### src/rtl/noc_switch_allocator.sv
// noc_switch_allocator
//   Per-output wormhole switch allocator for a 5-port NoC router
//   (port codes 0=N, 1=S, 2=E, 3=W, 4=L). Each output runs an IDLE/LOCKED
//   FSM. In IDLE it arbitrates round-robin among legal requesters. In LOCKED
//   it forwards its owner's flits until a tail flit transfers. Arbitration
//   looks only at registered state, so a lock always costs one cycle before
//   the first flit moves.
//
// Ports
//   clk, rst         clock, asynchronous active-high reset
//   req_i[i]         input i presents a valid flit
//   dest_i[3i+2:3i]  destination output code of input i
//   tail_i[i]        input i's flit is the last of its packet
//   out_ready_i[o]   downstream of output o can accept a flit
//   grant_o[i]       input i's flit crosses the switch this cycle
//   *_port_select    crossbar select per output (owner, or IDLE_SEL)
//   out_valid_o[o]   output o carries a valid flit this cycle
//   err_o            registered pulse: U-turn or out-of-range request last cycle
module noc_switch_allocator #(
    parameter int unsigned NPORTS   = 5,
    parameter logic [2:0]  IDLE_SEL = 3'b111
) (
    input  logic                  clk,
    input  logic                  rst,
    input  logic [NPORTS-1:0]     req_i,
    input  logic [3*NPORTS-1:0]   dest_i,
    input  logic [NPORTS-1:0]     tail_i,
    input  logic [NPORTS-1:0]     out_ready_i,
    output logic [NPORTS-1:0]     grant_o,
    output logic [2:0]            N_port_select,
    output logic [2:0]            S_port_select,
    output logic [2:0]            E_port_select,
    output logic [2:0]            W_port_select,
    output logic [2:0]            L_port_select,
    output logic [NPORTS-1:0]     out_valid_o,
    output logic                  err_o
);

    localparam logic [2:0] LAST = 3'(NPORTS - 1);

    typedef enum logic {
        IDLE   = 1'b0,
        LOCKED = 1'b1
    } state_e;

    state_e      state_q [NPORTS];
    logic [2:0]  owner_q [NPORTS];
    logic [2:0]  rr_q    [NPORTS];
    logic        err_q;

    logic [2:0]        dest   [NPORTS];
    logic [NPORTS-1:0] legal  [NPORTS];
    logic [2:0]        pick_d [NPORTS];
    logic [2:0]        sel    [NPORTS];
    logic [NPORTS-1:0] busy;
    logic [NPORTS-1:0] found_d;
    logic [NPORTS-1:0] xfer;
    logic [NPORTS-1:0] rel_d;
    logic              err_d;

    for (genvar g = 0; g < NPORTS; g++) begin : g_port
        assign dest[g] = dest_i[3*g +: 3];
        assign sel[g]  = (state_q[g] == LOCKED) ? owner_q[g] : IDLE_SEL;
    end

    // An input that owns a locked output is committed to it; its dest is
    // ignored and it may not compete for (or flag errors on) anything else.
    always_comb begin
        busy = '0;
        for (int unsigned o = 0; o < NPORTS; o++) begin
            for (int unsigned i = 0; i < NPORTS; i++) begin
                if (state_q[o] == LOCKED && owner_q[o] == 3'(i)) begin
                    busy[i] = 1'b1;
                end
            end
        end
    end

    always_comb begin
        int unsigned idx;
        idx   = 0;
        err_d = 1'b0;
        for (int unsigned i = 0; i < NPORTS; i++) begin
            if (req_i[i] && !busy[i] && (dest[i] == 3'(i) || dest[i] > LAST)) begin
                err_d = 1'b1;
            end
        end
        for (int unsigned o = 0; o < NPORTS; o++) begin
            legal[o]   = '0;
            found_d[o] = 1'b0;
            pick_d[o]  = '0;
            for (int unsigned i = 0; i < NPORTS; i++) begin
                legal[o][i] = req_i[i] && !busy[i] && (dest[i] == 3'(o)) && (i != o);
            end
            // Round-robin scan starting at rr; first legal hit wins.
            for (int unsigned k = 0; k < NPORTS; k++) begin
                idx = (32'(rr_q[o]) + k) % NPORTS;
                for (int unsigned i = 0; i < NPORTS; i++) begin
                    if (i == idx && !found_d[o] && legal[o][i]) begin
                        found_d[o] = 1'b1;
                        pick_d[o]  = 3'(i);
                    end
                end
            end
        end
    end

    always_comb begin
        xfer    = '0;
        rel_d   = '0;
        grant_o = '0;
        for (int unsigned o = 0; o < NPORTS; o++) begin
            for (int unsigned i = 0; i < NPORTS; i++) begin
                if (state_q[o] == LOCKED && owner_q[o] == 3'(i) &&
                    req_i[i] && out_ready_i[o]) begin
                    xfer[o]    = 1'b1;
                    grant_o[i] = 1'b1;
                    rel_d[o]   = tail_i[i];
                end
            end
        end
    end

    always_ff @(posedge clk or posedge rst) begin
        if (rst) begin
            for (int unsigned o = 0; o < NPORTS; o++) begin
                state_q[o] <= IDLE;
                owner_q[o] <= '0;
                rr_q[o]    <= '0;
            end
            err_q <= 1'b0;
        end else begin
            err_q <= err_d;
            for (int unsigned o = 0; o < NPORTS; o++) begin
                case (state_q[o])
                    IDLE: begin
                        if (found_d[o]) begin
                            state_q[o] <= LOCKED;
                            owner_q[o] <= pick_d[o];
                        end
                    end
                    LOCKED: begin
                        if (rel_d[o]) begin
                            state_q[o] <= IDLE;
                            rr_q[o]    <= (owner_q[o] == LAST) ? '0 : owner_q[o] + 3'd1;
                        end
                    end
                    default: state_q[o] <= IDLE;
                endcase
            end
        end
    end

    assign out_valid_o   = xfer;
    assign err_o         = err_q;
    assign N_port_select = sel[0];
    assign S_port_select = sel[1];
    assign E_port_select = sel[2];
    assign W_port_select = sel[3];
    assign L_port_select = sel[4];

endmodule
### config.mk
export PLATFORM = sky130hd
export DESIGN_NAME = noc_switch_allocator
export DESIGN_NICKNAME = d
export VERILOG_FILES = /design/src/rtl/noc_switch_allocator.sv
export SDC_FILE = /design/constraint.sdc
export NUM_CORES = 1
export LEC_CHECK = 0
export ABC_AREA = 0
export BUFFER_PORTS_ARGS = -buffer_cell sky130_fd_sc_hd__buf_2
export CAP_MARGIN = 25
export CORE_MARGIN = 3
export CORE_UTILIZATION = 40
export DETAILED_ROUTE_END_ITERATION = 8
export SLEW_MARGIN = 10
export SYNTH_ARGS = -nofsm -noshare
export SYNTH_HDL_FRONTEND = slang
export SYNTH_SLANG_ARGS = --single-unit
export TNS_END_PERCENT = 100
### constraint.sdc
create_clock -name clk -period 5.9 [get_ports clk]
set_input_delay 0.885 -clock clk [delete_from_list [all_inputs] [get_ports clk]]
set_output_delay 0.885 -clock clk [all_outputs]
set_load 0.01 [all_outputs]
==> flow_summary.json <==
{
  "cts_setup_buffers": 0,
  "grt_max_degree": 36,
  "core_sq_um": 28090,
  "portBuffers": 57,
  "grt_pass1_wl_um": 58050,
  "synthDistinctLibCells": 109,
  "clk_pin_slew_worst_paths_ps": 60,
  "ys_dominant_reg_cell": "dfrtp_1",
  "worst_ep_required_time_ps": 6130,
  "cts_sinks": 35,
  "r2r_setup_slack_ps": 520,
  "clockRootBuffer": "clkbuf_16",
  "post_cts_resized": 0,
  "fill_cells": 2965,
  "die_y_um": 175.9,
  "holdPathEnd": "owner_q[4]",
  "max_freq_ghz": 0.1860,
  "dieWidth_um": 175.9,
  "multi_input_area_sq_um": 9931,
  "vias_per_cell": 6.104,
  "synthCells": 1652,
  "fin_setup_tns_ps": 0,
  "slew_headroom_pct": 38.65,
  "cts_hold_buf": 0,
  "worst_slew_pin_slew_ps": 913.2,
  "syn_avg_cell_area_sq_um": 6.993,
  "antenna_found_initial": 11,
  "synth_edf_count": 0,
  "htree_num_levels": 2,
  "drt-initial-drc-count": 1304,
  "synth_compound_area_share_pct": 29.95,
  "final_max_slew_viol_count": 0,
  "clk_latency_ps": 290,
  "fin_crit_ps": 5376,
  "synth-simple-area-share_pct": 30.89,
  "cts_tree": "built",
  "rr_startpoint": "rr_q[1]",
  "r2r_cells": 21,
  "drc": 0,
  "post_drt_wl_per_cell_um": 17.50,
  "cp.arrival_ps": 5600,
  "netlist_area_sq_um": 11550,
  "critPathLaunch": "rr_q[1]",
  "ys_async_sr_fraction_pct": 100.0,
  "clock_path_buffers": 2,
  "start_kind": "register",
  "grt_pass1_vias": 11543,
  "hold_violations": 0,
  "overflow": 0,
  "finalSetupViolCount": 0,
  "io_pins": 58,
  "grt_use_total_pct": 22.15,
  "crit_type": "reg -> reg",
  "synth_xor_area_share_pct": 2.935,
  "yosys_warnings": 0,
  "regArea_sq_um": 875.8,
  "rsz0062_at_grt": "false",
  "worst_hold_path_type": "reg -> reg",
  "hold_start": "owner_q[4]",
  "holdPathStages": 2,
  "fp-row-count": 61,
  "skew_ps": 6.188,
  "crit_path_end_kind": "register",
  "vias": 12575,
  "wl_um": 36050,
  "worstReg2RegEnd": "owner_q[1]",
  "nets": 1857,
  "crit_path_max_fanout": 15,
  "fin_crit_sh_pct": 91.12,
  "first_pass_iters": 6,
  "drive_gt1_share_pct": 9.720,
  "cts_buffers": 5,
  "synthAdderAreaFrac_pct": 16.55,
  "start_util_pct": 41.13,
  "areaGrowthSynthToFinish_pct": 7.159,
  "gp_congestion": 1.003,
  "synth_top_family_by_area": "simple AND/OR/NAND/NOR gates",
  "post-route-util_pct": 44.08,
  "status": "finished, final reports clean",
  "maxCapViolCount": 0,
  "drtAntennaViolNets": 0,
  "die_area_sq_um": 30960,
  "synth_seq_area_share_pct": 7.582,
  "place_hpwl_um": 28240,
  "synth_seq_cells": 35,
  "synthMuxAreaShare_pct": 5.188
}
[per-stage QoR]
step	instances	hold slack (ps)	area [sq um]	setup WS [ps]
6_report	2060	582.4	12380	523.9
5_1_grt	2060	613.3	12380	100.1
4_1_cts	2054	582.7	12360	624.6
3_5_place_dp	2046	575.8	12220	655.3
3_3_place_gp	2046	565.3	12220	768.7
2_1_floorplan	1665	532.7	11600	549.1
[routing by layer]
metal  routed length (um)  part of all wire, %  vias up  track usage (%)
met5                   81                 0.22        -                0
met1                16530                   46     5893            30.61
met4                 1011                  2.8       12            6.829
met3                 2583                  7.2       64            3.957
met2                15850                   44      416            35.15
li1                     -                    -     6190                -
[layout by cell type (no fill, tap or decap), types with 12 or more instances in the layout]
cell        n
nand2_1   165
ha_1      148
inv_1     114
a21oi_1   113
nor2_1    109
o21ai_0   103
buf_2      57
nand3_1    54
nor3_1     49
nand2b_1   46
mux2i_1    37
dfrtp_1    35
nand4_1    32
a31oi_1    31
xnor2_1    29
nor2b_1    26
buf_4      25
nand3b_1   23
o211ai_1   22
and3_1     21
nor4_1     18
a21o_1     18
and2_1     17
o22ai_1    16
or3_1      16
a211oi_1   16
mux2_2     14
conb_1     14
a32oi_1    13
or2_2      12
o21a_1     12
o31ai_1    12
[registers in the layout, indices dropped and copies added, names as in the netlist]
signal   flops
owner_q     14
state_q      5
err_o        1
rr_q        15
[layout make-up]
class	instances	area share (%)
flip-flops and latches	35	7.075
clock buffers	6	1.041
multi-input cells	1427	80.22
inverters	124	3.760
well taps	378	3.820
repair buffers	83	3.881
diodes	5	0.1011
clock inverters	2	0.1011
[worst max path at each step]
stage,cells after the start,slack [ps],endpoint
after floorplan,25,550,owner_q[1]
final,21,520,owner_q[1]
after detailed placement,21,660,owner_q[1]
after CTS,21,620,owner_q[1]
after global routing,21,100,owner_q[1]
after global placement,21,770,owner_q[1]
[cell families after synthesis]
| logic type | count (synthesis) |
|---|---|
| buf+inv | 203 |
| simple gates | 659 |
| other cells | 1 |
| mux | 56 |
| xor+xnor | 37 |
| flops | 35 |
| fa+ha+maj | 153 |
| compound gates | 508 |
[synthesized netlist by cell type, types with 20 or more instances]
cell	n	area [sq um]
nand2_1	165	619.3
ha_1	148	1852
inv_1	114	427.9
a21oi_1	113	565.5
nor2_1	109	409.1
o21ai_0	103	515.5
nand3_1	54	270.3
clkbuf_1	49	183.9
nor3_1	49	245.2
nand2b_1	46	287.8
mux2i_1	37	370.4
dfrtp_1	35	875.8
nand4_1	32	200.2
a31oi_1	31	193.9
xnor2_1	29	254.0
nor2b_1	26	162.7
nand3b_1	23	172.7
o211ai_1	22	165.2
and3_1	21	131.4
buf_2	20	100.1
[worst max-delay path, stage by stage (launching register included)]
cell	delay, ps
dfrtp_1	550
inv_1	330
ha_1	380
inv_1	70
ha_1	460
inv_1	150
ha_1	250
nor3_2	110
buf_4	180
nor2_1	70
xnor2_1	320
inv_1	170
ha_1	310
nor2b_1	190
a2111o_1	420
and2_1	230
mux4_2	300
nor2_1	170
nor2_1	80
and2_1	170
a21oi_1	240
o22a_1	160
Power is left out: the tool's default activity adds up to more than one toggle a clock period on the data nets, which glitch-free logic cannot reach.
